## config.mk

```make
export PLATFORM = sky130hd
export DESIGN_NAME = hazard_ctrl
export DESIGN_NICKNAME = d
export VERILOG_FILES = /design/src/rtl/hazard_ctrl.sv
export SDC_FILE = /design/constraint.sdc
export NUM_CORES = 1
export LEC_CHECK = 0
export CAP_MARGIN = 20
export CELL_PAD_IN_SITES_DETAIL_PLACEMENT = 1
export CELL_PAD_IN_SITES_GLOBAL_PLACEMENT = 2
export CORE_AREA = 2 2 91 101
export CTS_CLUSTER_DIAMETER = 200
export DETAILED_ROUTE_END_ITERATION = 10
export DIE_AREA = 0 0 93 103
export HOLD_SLACK_MARGIN = 0.08
export PLACE_DENSITY_LB_ADDON = 0.1
export SYNTH_ARGS = -nofsm -noshare
export SYNTH_HDL_FRONTEND = slang
export SYNTH_SLANG_ARGS = --single-unit
```

## constraint.sdc

```tcl
create_clock -name clk -period 4.4 [get_ports clk]
set_input_delay 1.32 -clock clk [delete_from_list [all_inputs] [get_ports clk]]
set_output_delay 1.32 -clock clk [all_outputs]
set_load 0.02 [all_outputs]
```

## src/rtl/hazard_ctrl.sv

```systemverilog
// Hazard and forwarding controller for the 5-stage RISC-V pipeline.
// Keeps a shadow copy of the E/M/W register-usage fields, so it only needs the decode fields and the execute redirect.
module hazard_ctrl #(
  parameter int CNT_W = 16
) (
  input  logic             clk,
  input  logic             rst,
  input  logic [4:0]       Rs1D,
  input  logic [4:0]       Rs2D,
  input  logic [4:0]       RdD,
  input  logic             regWriteD,
  input  logic [1:0]       resultSrcD,
  input  logic [1:0]       PCSrcE,
  output logic [1:0]       forwardAE,
  output logic [1:0]       forwardBE,
  output logic             stallF,
  output logic             stallD,
  output logic             flushD,
  output logic             flushE,
  output logic [CNT_W-1:0] stallCount,
  output logic [CNT_W-1:0] flushCount
);

  typedef struct packed {
    logic [4:0] rs1;
    logic [4:0] rs2;
    logic [4:0] rd;
    logic       reg_write;
    logic [1:0] result_src;
  } stage_t;

  stage_t           e_q, e_d, m_q, m_d, w_q, w_d;
  logic [CNT_W-1:0] stall_cnt_q, stall_cnt_d;
  logic [CNT_W-1:0] flush_cnt_q, flush_cnt_d;
  logic             load_use;
  logic             redirect;
  logic             unused_fields;

  // A loaded or PC+4 value in M is not ready yet; the load-use stall keeps that case from reaching E.
  function automatic logic [1:0] fwd_sel(input logic [4:0] x, input stage_t m, input stage_t w);
    logic [1:0] sel;
    sel = 2'b00;
    if (x != '0 && m.reg_write && m.rd == x && m.result_src == 2'b11)
      sel = 2'b11;
    else if (x != '0 && m.reg_write && m.rd == x && m.result_src == 2'b00)
      sel = 2'b10;
    else if (x != '0 && w.reg_write && w.rd == x)
      sel = 2'b01;
    return sel;
  endfunction

  always_comb begin
    load_use = e_q.reg_write
             && (e_q.result_src == 2'b01 || e_q.result_src == 2'b10)
             && e_q.rd != '0
             && (e_q.rd == Rs1D || e_q.rd == Rs2D);
    redirect = PCSrcE != 2'b00;

    forwardAE = 2'b00;
    forwardBE = 2'b00;
    stallF    = 1'b0;
    stallD    = 1'b0;
    flushD    = 1'b0;
    flushE    = 1'b0;
    if (rst) begin
      forwardAE = fwd_sel(e_q.rs1, m_q, w_q);
      forwardBE = fwd_sel(e_q.rs2, m_q, w_q);
      // A redirect squashes the decode instruction, so it overrides any stall.
      stallF    = load_use && !redirect;
      stallD    = load_use && !redirect;
      flushD    = redirect;
      flushE    = redirect || load_use;
    end
  end

  always_comb begin
    e_d = flushE ? '0 : '{rs1: Rs1D, rs2: Rs2D, rd: RdD,
                          reg_write: regWriteD, result_src: resultSrcD};
    m_d = e_q;
    w_d = m_q;

    stall_cnt_d = stall_cnt_q;
    if (stallD && stall_cnt_q != '1)
      stall_cnt_d = stall_cnt_q + CNT_W'(1);

    flush_cnt_d = flush_cnt_q;
    if (flushD && flush_cnt_q != '1)
      flush_cnt_d = flush_cnt_q + CNT_W'(1);
  end

  always_ff @(posedge clk or negedge rst) begin
    if (!rst) begin
      e_q         <= '0;
      m_q         <= '0;
      w_q         <= '0;
      stall_cnt_q <= '0;
      flush_cnt_q <= '0;
    end else begin
      e_q         <= e_d;
      m_q         <= m_d;
      w_q         <= w_d;
      stall_cnt_q <= stall_cnt_d;
      flush_cnt_q <= flush_cnt_d;
    end
  end

  assign stallCount = stall_cnt_q;
  assign flushCount = flush_cnt_q;

  // Shadow fields kept for completeness but not consulted by any rule.
  assign unused_fields = ^{m_q.rs1, m_q.rs2, w_q.rs1, w_q.rs2, w_q.result_src};

endmodule
```

# Yosys cells after proc, flatten, opt, wreduce, memory -nomap -nowiden
# Cells that the tools add are included.
# op_classes
n_eq_ne	11
muxes	12
add_sub_neg	2
reduce_logical	27
# op_table
cell	n
16-bit by 1-bit adder with 16-bit output (second input constant)	2
16-bit != test (second input constant)	2
5-bit == test	6
1-bit logical AND	18
18-bit two-way mux	1
5-bit nonzero test	3
2-bit two-way mux	6
1-bit two-way mux	5
2-bit == test (second input constant)	2
1-bit logical OR	3
2-bit by 1-bit == test with 1-bit output (second input constant)	1
2-bit logical NOT	1
2-bit nonzero test	1
1-bit logical NOT	1
# word_totals
regBits	64
elab_cells	64
out_inout_bits	40
in_bits	22

# Logic depth before layout (Yosys ltp)
# Gate-level depths: netlist of the first run.
# depth
ltp_word	8
mapped_depth	7
mapped_depth_nobuf	7

# Least setup slack after synthesis of the first run
# No wires, ideal clock.
# synth_path
path_type	input to output
startpoint	input port Rs2D[1]
endpoint	output port stallF
required_ps	3080
arrival_time_ps	2758
slack_ps	322
path_buffers	2
path_stages	7
cell_sequence	xor2_1 nor3_2 a22oi_2 or2_4 buf_2 nor2_1 buf_4
# synth_via
elab_chain_cells	5
# synth_lines
element	line_no	rtl
start, declared	9	input logic [4:0] Rs2D,
5-bit == test	56	&& (e_q.rd == Rs1D || e_q.rd == Rs2D);
1-bit logical OR	56	
1-bit logical AND	56	
1-bit logical AND	-	
1-bit two-way mux	-	
end, declared	16	output logic stallF,
# No other way between the ends.

# Worst setup path in the final report of the first run
# layout_path
startpoint	input port Rs2D[0]
endpoint	output port stallF
# layout_via
elab_chain_cells	5
# layout_lines
element	line_no	rtl
5-bit == test	56	
1-bit logical OR	56	
1-bit logical AND	56	
1-bit logical AND	69	stallF = load_use && !redirect;
1-bit two-way mux	65	if (rst) begin
# No other way between the ends.

==> flow_metrics.tcl, run 1 <==
set metrics [dict create \
    netlist_area_um2 2930 \
    viasPerCell 4.72 \
    drc 0 \
    grt_antenna_before_repair 0 \
    crit_buf_inv 3 \
    relSlewSlack_pct 55.2 \
    synth_edf_count 0 \
    dr_total_vias 2119 \
    power_frac_seq_pct 50.3 \
    dp.cells 433 \
    clock.fmax_ghz 0.237 \
    reg2reg_slack_ns 2.29 \
    netlist-cell-type-count 39 \
    path_cells "clkdlybuf4s50_1 > xor2_1 > nor3_2 > a22oi_2 > or2_4 > nor2_1 > buf_4 > clkbuf_2" \
    tns_ns 0 \
    placementRows 36 \
    postSynth.asyncResetShare_pct 100 \
    die-area_um2 9580 \
    fin_skew_ns 0.0114 \
    cap_violations 0 \
    swShare_pct 30.2 \
    tightest_slew_ns 0.669 \
    met2_usage_pct 27.4 \
    ys_warn_count 0 \
    p_int_mw 0.974 \
    timing.rr.start "flushCount[0]" \
    clk_pin_slew_worst_paths_ns 0.06 \
    ctsLongestPathBuffers 2 \
    cp_data_required_time_ns 3.08 \
    p_per_area_nw_per_um2 359 \
    cp-end-kind "primary output" \
    outcome "finished clean" \
    cp_max_fo 4 \
    cts_tree "yes" \
    slew_violations 0 \
    syn_to_final_growth_pct 32.9 \
    clkSinkCount 64 \
    ctsHoldBuffers 0 \
    setup_violations 0 \
    wl_um 6980 \
    period_share_pct 95.8 \
    met1_usage_pct 19.3 \
    grt_max_degree 44 \
    pwr-share-comb_pct 18.1 \
    die_x_um 93 \
    p_sw_mw 0.422 \
    place_ws_ns -0.273 \
    clockRootBuffer "clkbuf_8" \
    synth-seq-cells 64 \
    rsz0062_at_grt "no" \
    fin_nets 354 \
    slowest_stage "clkdlybuf4s50_1" \
    yosys_most_used_dff "dfrtp_1" \
    grtUsageMet3_pct 3.58 \
    port_buffers 61 \
    finalWeightedCongestion 0.760 \
    rr_worst_depth 6 \
    min-delay-path-class "flip-flop to flip-flop" \
    critPathKind "primary input to primary output" \
    hold_slack_ns 0.400 \
    drt_pre_antenna_iters 4 \
    r2r-end "flushCount[1]" \
    overflow 0 \
    yosysSeqAreaShare_pct 54.7 \
    max_stage_delay_ns 0.46 \
    ir_drop_mv 0.272 \
    grt_pass1_vias 2373 \
    ios 62 \
    avgSynthCellArea_um2 11.6 \
    finalNonFillerCells 449 \
    cp_top_family "buffers and inverters" \
    clk_latency_ns 0.34 \
    layout-drive-gt1-share_pct 13.4 \
    worstSetupStartpoint "Rs2D[0]" \
    numCtsBuffers 9 \
    grt_most_used_layer "met2" \
    num_antenna_cells 0 \
    wire_per_inst_um 15.5 \
    hold_viol 0 \
    start_util_pct 33.9 \
    placeableCoreArea_um2 8650 \
    arrival_ns 2.90 \
    setup_slack_ns 0.183 \
    ctsHtreeMaxLevel 3 \
    start_kind "primary input" \
    dp_hpwl_um 5340 \
    period_needed_ns 4.22 \
    drt_iter0_drc 41 \
    dieHeight_um 103 \
    synth_fp_nets 276 \
    track_usage_pct 15.9 \
    antenna_left 0 \
    crit_end "stallF" \
    p_clk_share_pct 31.6 \
    path_depth 8 \
    grt_pass1_wl_um 11600 \
    power.leakage_nw 1.69 \
    synthCells 252 \
]
worst min path at each step:
stage / startpoint / to / slack [ns] / cells past startpoint
finish: e_q[0] / m_q[0] / 0.40 / 0
global route: e_q[0] / m_q[0] / 0.41 / 0
CTS: e_q[0] / m_q[0] / 0.40 / 0
detailed placement: e_q[0] / m_q[0] / 0.39 / 0
global placement: e_q[0] / m_q[0] / 0.38 / 0
floorplan: e_q[2] / m_q[2] / 0.37 / 0
synth_stat cells (2+ instances only):
cell type	number	area, um2
ha_1	2	25.0
nor3_1	7	35.0
dfrtp_1	64	1600
nor3_2	2	20.0
a21boi_0	2	15.0
nor4_1	4	25.0
clkbuf_1	2	7.51
nor2_1	12	45.0
nand3_1	11	55.1
and2_1	2	12.5
nand2_1	17	63.8
and3_1	24	150
xor2_1	21	184
xnor2_1	39	342
nand4_1	14	87.6
or4_1	3	22.5
o21ai_0	3	15.0
mux2i_1	2	20.0
timing repair:
item	CTS	global route
setup endpoints to repair	3	3
setup buffers	0	0
resized for setup	6	3
per-stage QoR:
stage          power (mW)  instance area [um2]  util, %
6_report             1.40                 3890     45.0
3_3_place_gp        0.963                 3730     43.2
5_1_grt              1.47                 3890     45.0
3_5_place_dp        0.968                 3730     43.2
2_1_floorplan       0.831                 2930        -
4_1_cts              1.42                 3910     45.2
placed cells by master, fill, tap and decap left out, drive strengths merged:
| cell type | synthesis | layout |
|---|---|---|
| and3 | 24 | 24 |
| or4b | 1 | 1 |
| o211a | 1 | 1 |
| mux2i | 2 | 2 |
| and4 | 1 | 1 |
| xnor2 | 39 | 39 |
| nor2b | 1 | 1 |
| clkbuf | 3 | 12 |
| clkinv | 0 | 6 |
| or4 | 3 | 3 |
| o21ai | 3 | 3 |
| a22oi | 1 | 1 |
| nor2 | 13 | 13 |
| nand3 | 11 | 11 |
| nand2b | 1 | 1 |
| nor4 | 5 | 5 |
| ha | 2 | 2 |
| nand4 | 14 | 14 |
| nor3 | 10 | 10 |
| a311o | 1 | 1 |
| dfrtp | 64 | 64 |
| o2111ai | 1 | 1 |
| buf | 2 | 12 |
| clkinvlp | 0 | 1 |
| nand2 | 17 | 17 |
| xor2 | 21 | 21 |
| a31oi | 1 | 1 |
| mux2 | 2 | 2 |
| a21boi | 2 | 2 |
| and2 | 2 | 2 |
| inv | 2 | 2 |
| or2 | 2 | 2 |
| clkdlybuf4s50 | 0 | 57 |
final cells by class:
class	instances	area, um2
clock inverter	7	48.8
fill	965	4760
timing repair buffer	72	673
inverter	2	7.51
tap	114	143
sequential	64	1600
clock buffer	9	124
multi-input combinational	181	1290
state kept, by name (all words and copies together), names as in the netlist:
register / flops
w_q: 6
e_q: 18
m_q: 8
stallCount: 16
flushCount: 16
cell families after synthesis:
kind of cell,count (synthesis),synth area share (%)
AOI/OAI and AO/OA,10,3.20
xor gates and xnor gates,60,17.9
adders and majority gates,2,0.855
buffers and inverters,7,1.11
DFF,64,54.7
muxes,4,1.58
and+or+nand+nor,105,20.6
routing by layer:
layer	part of all wire, %	vias up
li1	-	1037
met1	44	1038
met2	51	36
met3	3.7	8
met4	1.4	0
met5	0	-
power by group through the flow:
stage	clock network [mW]	registers (mW)	logic, mW
2_1_floorplan	0	0.733	0.0981
3_3_place_gp	0	0.710	0.252
3_5_place_dp	0	0.712	0.256
4_1_cts	0.460	0.703	0.258
5_1_grt	0.481	0.713	0.277
6_report	0.440	0.703	0.253
worst register-to-register path, delay by kind of cell, from the launching register on:
| family | cells | cell delay [ns] |
|---|---|---|
| AND/OR/NAND/NOR | 4 | 0.93 |
| flip-flops | 1 | 0.44 |
| adder cells (fa/ha/maj) | 1 | 0.23 |
| multiplexers | 1 | 0.40 |
Power figures use the tool's default switching activity.
==> inputs of run 2 (changes only) <==
--- a/config.mk
+++ b/config.mk
@@ -5,7 +5,6 @@
 export SDC_FILE = /design/constraint.sdc
 export NUM_CORES = 1
 export LEC_CHECK = 0
-export CAP_MARGIN = 20
 export CELL_PAD_IN_SITES_DETAIL_PLACEMENT = 1
 export CELL_PAD_IN_SITES_GLOBAL_PLACEMENT = 2
 export CORE_AREA = 2 2 91 101
@@ -14,6 +13,7 @@
 export DIE_AREA = 0 0 93 103
 export HOLD_SLACK_MARGIN = 0.08
 export PLACE_DENSITY_LB_ADDON = 0.1
+export SETUP_SLACK_MARGIN = 0.05
 export SYNTH_ARGS = -nofsm -noshare
 export SYNTH_HDL_FRONTEND = slang
 export SYNTH_SLANG_ARGS = --single-unit
==> flow_metrics.tcl, run 2 (same netlist as run 1, synthesis figures left out) <==
set metrics [dict create \
    die-area_um2 9580 \
    dieHeight_um 103 \
    power_frac_seq_pct 50.3 \
    placeableCoreArea_um2 8650 \
    p_clk_share_pct 31.6 \
    start_kind "primary input" \
    path_cells "clkdlybuf4s50_1 > xor2_1 > nor3_2 > a22oi_2 > or2_4 > nor2_1 > buf_4 > buf_2" \
    tightest_slew_ns 0.664 \
    rr_worst_depth 6 \
    fin_skew_ns 0.0113 \
    dp.cells 433 \
    path_depth 8 \
    regMostFlops "e_q" \
    start_util_pct 33.9 \
    p_int_mw 0.974 \
    hold_slack_ns 0.400 \
    slowest_stage "clkdlybuf4s50_1" \
    p_per_area_nw_per_um2 359 \
    drt_iter0_drc 43 \
    ctsHtreeMaxLevel 3 \
    grt_max_degree 44 \
    slew_violations 0 \
    cap_violations 0 \
    grt_pass1_wl_um 11700 \
    cts_setup_buffers 0 \
    antenna_left 0 \
    syn_to_final_growth_pct 32.9 \
    cp-end-kind "primary output" \
    relSlewSlack_pct 55.6 \
    setup_slack_ns 0.190 \
    hold_viol 0 \
    num_antenna_cells 0 \
    tns_ns 0 \
    period_needed_ns 4.21 \
    clkSinkCount 64 \
    port_buffers 61 \
    rsz0062_at_grt "no" \
    die_x_um 93 \
    swShare_pct 30.2 \
    grt_antenna_before_repair 0 \
    finalWeightedCongestion 0.760 \
    ios 62 \
    cts_tree "yes" \
    wire_per_inst_um 15.5 \
    numCtsBuffers 9 \
    reg2reg_slack_ns 2.29 \
    dp_hpwl_um 5340 \
    p_sw_mw 0.421 \
    max_stage_delay_ns 0.45 \
    outcome "finished clean" \
    pwr-share-comb_pct 18.1 \
    finalNonFillerCells 449 \
    cp_data_required_time_ns 3.08 \
    setup_violations 0 \
    grt_pass1_vias 2377 \
    place_ws_ns -0.273 \
    clock.fmax_ghz 0.238 \
    ctsHoldBuffers 0 \
    final_cell_mix "dfrtp_1 (64), clkdlybuf4s50_1 (57), xnor2_1 (39)" \
    critPathKind "primary input to primary output" \
    cp_top_family "buffers and inverters" \
    period_share_pct 95.7 \
    layout-drive-gt1-share_pct 13.4 \
    fillerInstances 965 \
    arrival_ns 2.89 \
    layout_commonest_cell "dfrtp_1" \
    final_util_pct 45.0 \
    overflow 0 \
    min_delay_path_depth 0 \
    clk_pin_slew_worst_paths_ns 0.06 \
    drc 0 \
    ctsLongestPathBuffers 2 \
    crit_buf_inv 3 \
    finalInstanceArea_um2 3890 \
    finalPower_mw 1.40 \
    drt_pre_antenna_iters 4 \
    wl_um 6970 \
    largest_register_ffs 18 \
    track_usage_pct 15.9 \
    clockRootBuffer "clkbuf_8" \
    fin_nets 354 \
    viasPerCell 4.72 \
    cp_max_fo 4 \
    dr_total_vias 2120 \
    min-delay-path-class "flip-flop to flip-flop" \
    clk_latency_ns 0.34 \
    ir_drop_mv 0.272 \
    placementRows 36 \
    dpl_cell_area_um2 3730 \
    power.leakage_nw 1.69 \
]
-- run 2: changes by cell type in the layout (fill, tap and decap cells not counted), sizes merged --
cell and delta:
buf +3, clkbuf -3
-- run 2: timing repair --
item	4_1_cts	5_1_grt
pin swaps	0	1
endpoints found under the setup margin	3	3
resized for setup	9	3
-- run 2: cell type report --
cell class / instances / area (um2) / share of cell area, %
sequential: 64 / 1600 / 41.2
multi-input combinational: 181 / 1290 / 33.2
timing repair buffer: 72 / 673 / 17.3
tap: 114 / 143 / 3.67
clock buffer: 9 / 124 / 3.18
clock inverter: 7 / 48.8 / 1.25
inverter: 2 / 7.51 / 0.193
-- run 2: power groups by stage --
stage / sequential [mW] / clock (mW) / combinational [mW]
after floorplan: 0.733 / 0 / 0.0981
after global placement: 0.710 / 0 / 0.252
after detailed placement: 0.712 / 0 / 0.256
after CTS: 0.703 / 0.460 / 0.258
after global routing: 0.713 / 0.481 / 0.277
final: 0.702 / 0.440 / 0.253
-- run 2: path summary, 6_finish.rpt --
check	start	to
max in group asynchronous	rst	flushCount[6]
worst max-delay path	Rs1D[4]	stallF
worst min register to register	e_q[0]	m_q[0]
worst max register to register	flushCount[0]	flushCount[1]
min in group asynchronous	rst	w_q[2]
worst min-delay path	e_q[0]	m_q[0]
-- run 2: routing by layer --
| metal | routed length [um] | part of all wire, % | track usage [%] | vias to the layer above |
|---|---|---|---|---|
| met5 | 0 | 0 | 0 | - |
| met4 | 101 | 1.4 | 6.79 | 0 |
| met3 | 268 | 3.8 | 3.58 | 8 |
| met2 | 3570 | 51 | 27.5 | 38 |
| met1 | 3030 | 43 | 19.3 | 1037 |
| li1 | - | - | - | 1037 |
==> inputs of run 3 (changes only) <==
--- a/config.mk
+++ b/config.mk
@@ -12,7 +12,7 @@
 export DETAILED_ROUTE_END_ITERATION = 10
 export DIE_AREA = 0 0 93 103
 export HOLD_SLACK_MARGIN = 0.08
-export PLACE_DENSITY_LB_ADDON = 0.1
+export PLACE_DENSITY = 0.9
 export SETUP_SLACK_MARGIN = 0.05
 export SYNTH_ARGS = -nofsm -noshare
 export SYNTH_HDL_FRONTEND = slang
==> flow_metrics.tcl, run 3 (same netlist as run 1, synthesis figures left out) <==
set metrics [dict create \
    viasPerCell 4.82 \
    ctsLongestPathBuffers 2 \
    clockRootBuffer "clkbuf_8" \
    relSlewSlack_pct 57.0 \
    track_usage_pct 16.1 \
    fin_nets 351 \
    wl_um 7000 \
    worstSetupStartpoint "Rs2D[0]" \
    setup_violations 0 \
    wl_met1_um 2710 \
    place_ws_ns -0.268 \
    ff_latch_area_um2 1600 \
    period_share_pct 96.5 \
    drt_iter0_drc 53 \
    cp_max_fo 4 \
    cts_setup_buffers 0 \
    dp_hpwl_um 5440 \
    ctsHoldBuffers 0 \
    grt_pass1_wl_um 11800 \
    fin_skew_ns 0.00941 \
    p_sw_mw 0.422 \
    clock.fmax_ghz 0.235 \
    cap_violations 0 \
    num_antenna_cells 0 \
    routed.top_layer "met4" \
    hold_slack_ns 0.396 \
    clkSinkCount 64 \
    drc 0 \
    min_from "e_q[1]" \
    die_x_um 93 \
    dieHeight_um 103 \
    die-area_um2 9580 \
    layout_commonest_cell "dfrtp_1" \
    dpl_cell_area_um2 3710 \
    syn_to_final_growth_pct 33.5 \
    grt_antenna_before_repair 0 \
    port_buffers 61 \
    p_clk_share_pct 34.4 \
    p_per_area_nw_per_um2 372 \
    grt_pass1_vias 2361 \
    slew_violations 0 \
    arrival_ns 2.93 \
    timing.rr.start "flushCount[0]" \
    drt_pre_antenna_iters 4 \
    met3_length_um 274 \
    cp_data_required_time_ns 3.08 \
    grt_max_degree 29 \
    cts_tree "yes" \
    setup_slack_ns 0.153 \
    min-delay-path-class "flip-flop to flip-flop" \
    wire_per_inst_um 15.7 \
    ir_drop_mv 0.291 \
    hold_viol 0 \
    placementRows 36 \
    ios 62 \
    finalInstanceArea_um2 3910 \
    regMostFlops "e_q" \
    period_needed_ns 4.25 \
    clk_latency_ns 0.34 \
    clk_pin_slew_worst_paths_ns 0.07 \
    power_frac_seq_pct 48.1 \
    start_util_pct 33.9 \
    routed-wl-met2_um 3860 \
    final_cell_mix "dfrtp_1 (64), clkdlybuf4s50_1 (57), xnor2_1 (39)" \
    dr_total_vias 2148 \
    placeableCoreArea_um2 8650 \
    outcome "finished clean" \
    tns_ns 0 \
    swShare_pct 29.1 \
    reg2reg_slack_ns 2.32 \
    pwr-share-comb_pct 17.5 \
    start_kind "primary input" \
    layout-drive-gt1-share_pct 13.0 \
    critPathKind "primary input to primary output" \
    largest_register_ffs 18 \
    antenna_left 0 \
    fillerInstances 965 \
    cp-end-kind "primary output" \
    rsz0062_at_grt "yes" \
    ctsHtreeMaxLevel 3 \
    power.leakage_nw 1.68 \
    multiInputGateArea_um2 1300 \
    p_int_mw 1.03 \
    finalPower_mw 1.45 \
    finalWeightedCongestion 0.814 \
    tightest_slew_ns 0.642 \
    final_util_pct 45.2 \
    overflow 0 \
    finalNonFillerCells 446 \
    numCtsBuffers 9 \
    dp.cells 430 \
]
[run 3: changes by cell type in the layout (fill, tap and decap cells not counted)]
cell | previous run | this run
clkinv_4 | 3 | 2
clkinvlp_4 | 1 | 2
nor2_1 | 12 | 11
buf_4 | 11 | 8
clkdlybuf4s15_2 | 0 | 2
buf_2 | 4 | 2
bufinv_16 | 0 | 1
nor2_2 | 0 | 1
clkinv_2 | 3 | 2
[run 3: power groups by stage]
stage	combinational (mW)	sequential [mW]	clock, mW
after floorplan	0.0981	0.733	0
after global placement	0.251	0.707	0
after detailed placement	0.258	0.709	0
after CTS	0.260	0.699	0.518
after global routing	0.279	0.709	0.542
final	0.254	0.699	0.500
[run 3: what timing repair did]
action / CTS / global route
setup endpoints to repair: 3 / 3
endpoints found under the hold margin: 0 / 0
gates resized for setup: 9 / 2
gates cloned: 0 / 0
pin swaps: 0 / 2
[run 3: critical path, cell delays in order]
cell and delay, ns:
clkdlybuf4s50_1 0.46, xor2_1 0.18, nor3_2 0.18, a22oi_2 0.11, or2_4 0.28, nor2_2 0.13, clkdlybuf4s15_2 0.28
[run 3: worst paths after layout]
path,endpoint,cells past startpoint
worst max-delay path,stallD,7
worst min register to register,m_q[1],0
min in group asynchronous,w_q[2],2
max in group asynchronous,flushCount[2],3
worst min-delay path,m_q[1],0
worst max register to register,flushCount[1],6
[run 3: cell type report]
class                      instances  share of cell area (%)
clock inverter                     7                    1.86
timing repair buffer              69                    17.0
sequential                        64                    41.0
clock buffer                       9                    3.17
multi-input combinational        181                    33.2
inverter                           2                   0.192
tap                              114                    3.65
[run 3: routing by layer]
metal	track usage, %	vias to the layer above
met1	18.5	1075
met5	0	-
met4	7.58	0
met3	3.95	12
li1	-	1025
met2	28.4	36
